### config.mk
export PLATFORM = sky130hd
export DESIGN_NAME = demux_sched
export DESIGN_NICKNAME = d
export VERILOG_FILES = /design/src/rtl/demux_sched_pkg.sv /design/src/rtl/demux_estru.sv /design/src/rtl/demux_sched.sv
export SDC_FILE = /design/constraint.sdc
export NUM_CORES = 1
export LEC_CHECK = 0
export ABC_AREA = 1
export CAP_MARGIN = 20
export CORE_UTILIZATION = 40
export DETAILED_ROUTE_END_ITERATION = 12
export PLACE_DENSITY = 0.79
export SLEW_MARGIN = 20
export SYNTH_ARGS = -nofsm -noshare
export SYNTH_HDL_FRONTEND = slang
export SYNTH_SLANG_ARGS = --single-unit
### constraint.sdc
create_clock -name clk -period 1.35 [get_ports clk]
set_input_delay 0.27 -clock clk [delete_from_list [all_inputs] [get_ports clk]]
set_output_delay 0.27 -clock clk [all_outputs]
set_load 0.02 [all_outputs]
### src/rtl/demux_sched_pkg.sv
`default_nettype none
// ============================================================================
//  Module      : demux_sched_pkg
//  Description : Shared state encoding and sizing constants for demux_sched.
//  Revision    : 1.0 - initial release
// ============================================================================
package demux_sched_pkg;

    typedef enum logic [0:0] {
        ST_IDLE = 1'b0,
        ST_HOLD = 1'b1
    } state_t;

    localparam int N_OUT = 4;
    localparam int SEL_W = 2;

    function automatic logic [7:0] sat_inc8(input logic [7:0] value);
        return (value == 8'hFF) ? value : value + 8'd1;
    endfunction

endpackage
`default_nettype wire

### src/rtl/demux_estru.sv
`default_nettype none
// ============================================================================
//  Module      : demux_estru
//  Description : 1-to-N demux of a single valid bit, Y[S] = D, all others 0.
//  Revision    : 1.0 - initial release
// ============================================================================
module demux_estru
    import demux_sched_pkg::*;
(
    input  logic             D,
    input  logic [SEL_W-1:0] S,
    output logic [N_OUT-1:0] Y
);

    genvar gi;
    generate
        for (gi = 0; gi < N_OUT; gi++) begin : g_out
            assign Y[gi] = D & (S == SEL_W'(gi));
        end
    endgenerate

endmodule
`default_nettype wire

### src/rtl/demux_sched.sv
`default_nettype none
// ============================================================================
//  Module      : demux_sched
//  Description : One-deep word holder routing to 4 sinks (round-robin or
//                directed) with stall timeout, drop pulse and drop counter.
//  Revision    : 1.0 - initial release
// ============================================================================
module demux_sched
    import demux_sched_pkg::*;
#(
    parameter int DATA_W  = 8,
    parameter int TIMEOUT = 15
) (
    input  logic              clk,
    input  logic              rst_n,
    input  logic              in_valid,
    input  logic [DATA_W-1:0] in_data,
    input  logic [1:0]        in_dest,
    input  logic              mode,
    input  logic [3:0]        out_ready,
    output logic              in_ready,
    output logic [3:0]        out_valid,
    output logic [DATA_W-1:0] out_data,
    output logic [1:0]        sel,
    output logic              drop,
    output logic [7:0]        drop_cnt
);

    state_t              r_state;
    state_t              w_next_state;
    logic [DATA_W-1:0]   r_out_data;
    logic [SEL_W-1:0]    r_sel;
    logic [SEL_W-1:0]    r_rr_ptr;
    logic [7:0]          r_stall_cnt;
    logic [7:0]          r_drop_cnt;

    logic                w_hold;
    logic                w_sel_ready;
    logic                w_accept;
    logic                w_transfer;
    logic                w_timeout;
    logic                w_out_valid_int;

    assign w_hold      = (r_state == ST_HOLD);
    assign w_sel_ready = out_ready[r_sel];
    assign w_accept    = in_valid & in_ready;
    assign w_transfer  = w_hold & w_sel_ready;
    // A ready sink in the limit cycle wins: it is a transfer, never a drop.
    assign w_timeout   = w_hold & ~w_sel_ready & (r_stall_cnt == 8'(TIMEOUT));

    always_ff @(posedge clk or negedge rst_n) begin
        if (!rst_n) begin
            r_state <= ST_IDLE;
        end else begin
            r_state <= w_next_state;
        end
    end

    always_comb begin
        w_next_state    = r_state;
        in_ready        = 1'b1;
        w_out_valid_int = 1'b0;
        drop            = 1'b0;
        case (r_state)
            ST_IDLE: begin
                if (w_accept) begin
                    w_next_state = ST_HOLD;
                end
            end
            ST_HOLD: begin
                in_ready        = w_sel_ready;
                w_out_valid_int = 1'b1;
                drop            = w_timeout;
                if (w_accept) begin
                    w_next_state = ST_HOLD;
                end else if (w_transfer || w_timeout) begin
                    w_next_state = ST_IDLE;
                end
            end
            default: begin
                w_next_state = ST_IDLE;
            end
        endcase
    end

    always_ff @(posedge clk or negedge rst_n) begin
        if (!rst_n) begin
            r_out_data  <= '0;
            r_sel       <= '0;
            r_rr_ptr    <= '0;
            r_stall_cnt <= '0;
            r_drop_cnt  <= '0;
        end else begin
            if (w_accept) begin
                r_out_data  <= in_data;
                r_sel       <= mode ? in_dest : r_rr_ptr;
                r_stall_cnt <= '0;
                if (!mode) begin
                    r_rr_ptr <= r_rr_ptr + 2'd1;
                end
            end else if (w_hold && !w_sel_ready && !w_timeout) begin
                r_stall_cnt <= r_stall_cnt + 8'd1;
            end
            if (w_timeout) begin
                r_drop_cnt <= sat_inc8(r_drop_cnt);
            end
        end
    end

    demux_estru u_demux_estru (
        .D (w_out_valid_int),
        .S (r_sel),
        .Y (out_valid)
    );

    assign out_data = r_out_data;
    assign sel      = r_sel;
    assign drop_cnt = r_drop_cnt;

endmodule
`default_nettype wire

==> results.json <==
{
  "status": "finished, violations left",
  "violations": "setup timing",
  "grt_remaining_overflow": 0,
  "nets": 321,
  "die-area_sq_mm": 0.004419,
  "start_util": 0.4157,
  "avgSynthCellArea_sq_um": 7.807,
  "seq_power_share": 0.261,
  "dp_cells": 332,
  "clock_skew_ns": 0.003822,
  "power_density_mw_per_mm2": 1741,
  "drive_gt1_frac": 0.4205,
  "clockBufferDepth": 2,
  "clkTransAtPathRegs_ns": 0.06,
  "cts_tree": "yes",
  "synth_edf_count": 0,
  "critPathLaunchType": "flip-flop",
  "mostFrequentLayoutCell": "nand2_1",
  "power_switching_mw": 2.179,
  "slowest_stage": "dfrtp_1",
  "dr_total_vias": 1775,
  "slowest_delay_ns": 0.36,
  "crit_top_cell": "nor2_4",
  "crit_chain": "ha_2 -> nand2_2 -> nor2_4 -> nand3_2 -> nor2_4 -> buf_6",
  "ys_warn_count": 0,
  "die_h_um": 66.48,
  "p_comb_frac": 0.598,
  "core-area_sq_mm": 0.004000,
  "grt_pass1_vias": 1721,
  "maxCapViolations": 0,
  "layout_setup_ws_ns": -0.3637,
  "end_kind": "output port",
  "rows": 23,
  "arrival_ns": 1.44,
  "clockRootBuffer": "clkbuf_8",
  "tightest_slew_ns": 0.7384,
  "grt_pass1_wl_um": 7286,
  "antennaDiodeCount": 0,
  "grt_max_degree": 30,
  "layout_common_cells": "59 x nand2_1, 30 x buf_4, 25 x dfrtp_1, 23 x nand2_2, 17 x nand3_1",
  "port_buffers": 41,
  "syn_inst": 213,
  "totalWireLength_um": 4852,
  "fmax_mhz": 583.6,
  "yosysSeqAreaShare": 0.4364,
  "clk_latency_ns": 0.29,
  "total_power_mw": 4.957,
  "yosys.cell_types.count": 25,
  "async_reset_ff_frac": 1.000,
  "num_io_pins": 42,
  "crit_end": "drop",
  "drc": 0,
  "cts-hold-fix-buffers": 0,
  "rsz0062_at_grt": "yes",
  "finalSetupViolations": 35,
  "dp_hpwl_um": 2800,
  "hold_viol_final": 0,
  "numCtsBuffers": 5,
  "p_sw_frac": 0.4396,
  "wl_per_cell_um": 13.78,
  "maxSlewHeadroom": 0.5069,
  "fin_cells": 352,
  "cp_data_required_time_ns": 1.08,
  "die_x_um": 66.48,
  "crit_fanout": 5,
  "hold_path.class": "input port to asynchronous set/reset pin",
  "r2r-end": "r_stall_cnt[4]$_DFFE_PN0P_",
  "ff2ff_path_depth": 10,
  "critPathKind": "flip-flop to output port",
  "antenna_found_initial": 0,
  "place_congestion": 0.7508,
  "cellLeakagePower_nw": 1.507,
  "hold_slack_ns": 0.3364,
  "first_iter_violations": 110,
  "fin_crit_sh": 1.269,
  "critPathLaunch": "r_stall_cnt[0]$_DFFE_PN0P_",
  "drt_first_pass_iters": 4,
  "viasPerCell": 5.043,
  "h-tree-depth": 2,
  "clockPowerShare": 0.141,
  "ys_ff_latch": 29,
  "rr_startpoint": "sel[0]$_DFFE_PN0N_",
  "utilization": 0.7119,
  "min_period_ns": 1.714,
  "antenna_left": 0,
  "rrSetupSlack_ns": -0.23,
  "synth_fp_nets": 233,
  "cell_internal_pwr_mw": 2.778,
  "place_ws_ns": -0.7330,
  "ys.flop_type": "dfrtp_1",
  "netlist_area_sq_mm": 0.001663,
  "area_growth_pct": 71.26,
  "cts.sinks": 29,
  "ir_worst_vdd_mv": 1.376,
  "track_usage": 0.2239,
  "slew_viol_final": 0
}
==> power groups by stage <==
stage / registers, mW / logic, mW / clock network, mW
after floorplan: 1.47 / 0.986 / 0
after global placement: 1.27 / 2.07 / 0
after detailed placement: 1.27 / 2.11 / 0
after CTS: 1.26 / 2.42 / 0.702
after global routing: 1.32 / 3.15 / 0.746
final: 1.29 / 2.96 / 0.700
==> worst min path at each step <==
| stage | endpoint |
|---|---|
| CTS | out_data[6]$_DFFE_PN0N_ |
| detailed placement | out_data[4]$_DFFE_PN0N_ |
| finish | drop_cnt[1]$_DFFE_PN0P_ |
| global route | r_state$_DFF_PN0_ |
| floorplan | drop_cnt[0]$_DFFE_PN0P_ |
| global placement | out_data[1]$_DFFE_PN0N_ |
==> worst max-delay path: cells and delay by family, from the launching register on <==
family                   cells  cell delay, ns
adder cells (fa/ha/maj)      1            0.20
buffers and inverters        1            0.14
AND/OR/NAND/NOR              4            0.44
flip-flops                   1            0.36
==> area by class of cell <==
class,instances,area [sq um]
Fill cell,281,1152
Timing Repair Buffer,81,760.7
Clock inverter,2,10.01
Sequential cell,29,730.7
Clock buffer,6,72.57
Inverter,20,82.58
Multi-Input combinational cell,164,1129
Tap cell,50,62.56
==> synthesized netlist by cell type (3+ instances only) <==
master   count  share of area
dfrtp_1     29           0.44
nor3_1       4          0.012
inv_1       17          0.038
nand2_1     83           0.19
nand3_1     29          0.087
nand4_1      6          0.023
xor2_1       8          0.042
buf_6        3          0.020
nor2_1       8          0.018
nand3_2      4          0.024
nor2_4       3          0.020
==> per-layer routing <==
layer,up-vias,global-route usage,wire length (um)
met5,-,0,0
met4,0,0.09309,55
met3,8,0.05651,253
met2,47,0.4222,2636
met1,852,0.2322,1906
li1,868,-,-
==> flip-flops by register name, summed over array words and instances, names as in the netlist <==
register / count
sel: 2
r_stall_cnt: 8
r_state: 1
r_rr_ptr: 2
out_data: 8
drop_cnt: 8
==> metrics by stage <==
step	TNS, ns	instance area, sq um
after floorplan	-0.4588	1714
after global placement	-9.173	2415
after detailed placement	-10.33	2415
after CTS	-3.666	2635
after global routing	-8.065	2848
final	-5.525	2848
==> cells by family after synthesis <==
group                      Yosys count  share of synthesized area
AOI/OAI and AO/OA                    3                    0.01128
buffers and inverters               24                    0.06847
and+or+nand+nor                    145                     0.4161
DFF                                 29                     0.4364
xor gates and xnor gates            10                    0.05267
adders and majority gates            2                    0.01505
==> what timing repair did <==
action                     CTS  global route
pin swaps                   10            18
gates cloned                 1             3
setup buffers                5             6
setup endpoints to repair   52            37
resized for setup           98            41
Power figures use the tool's default switching activity.
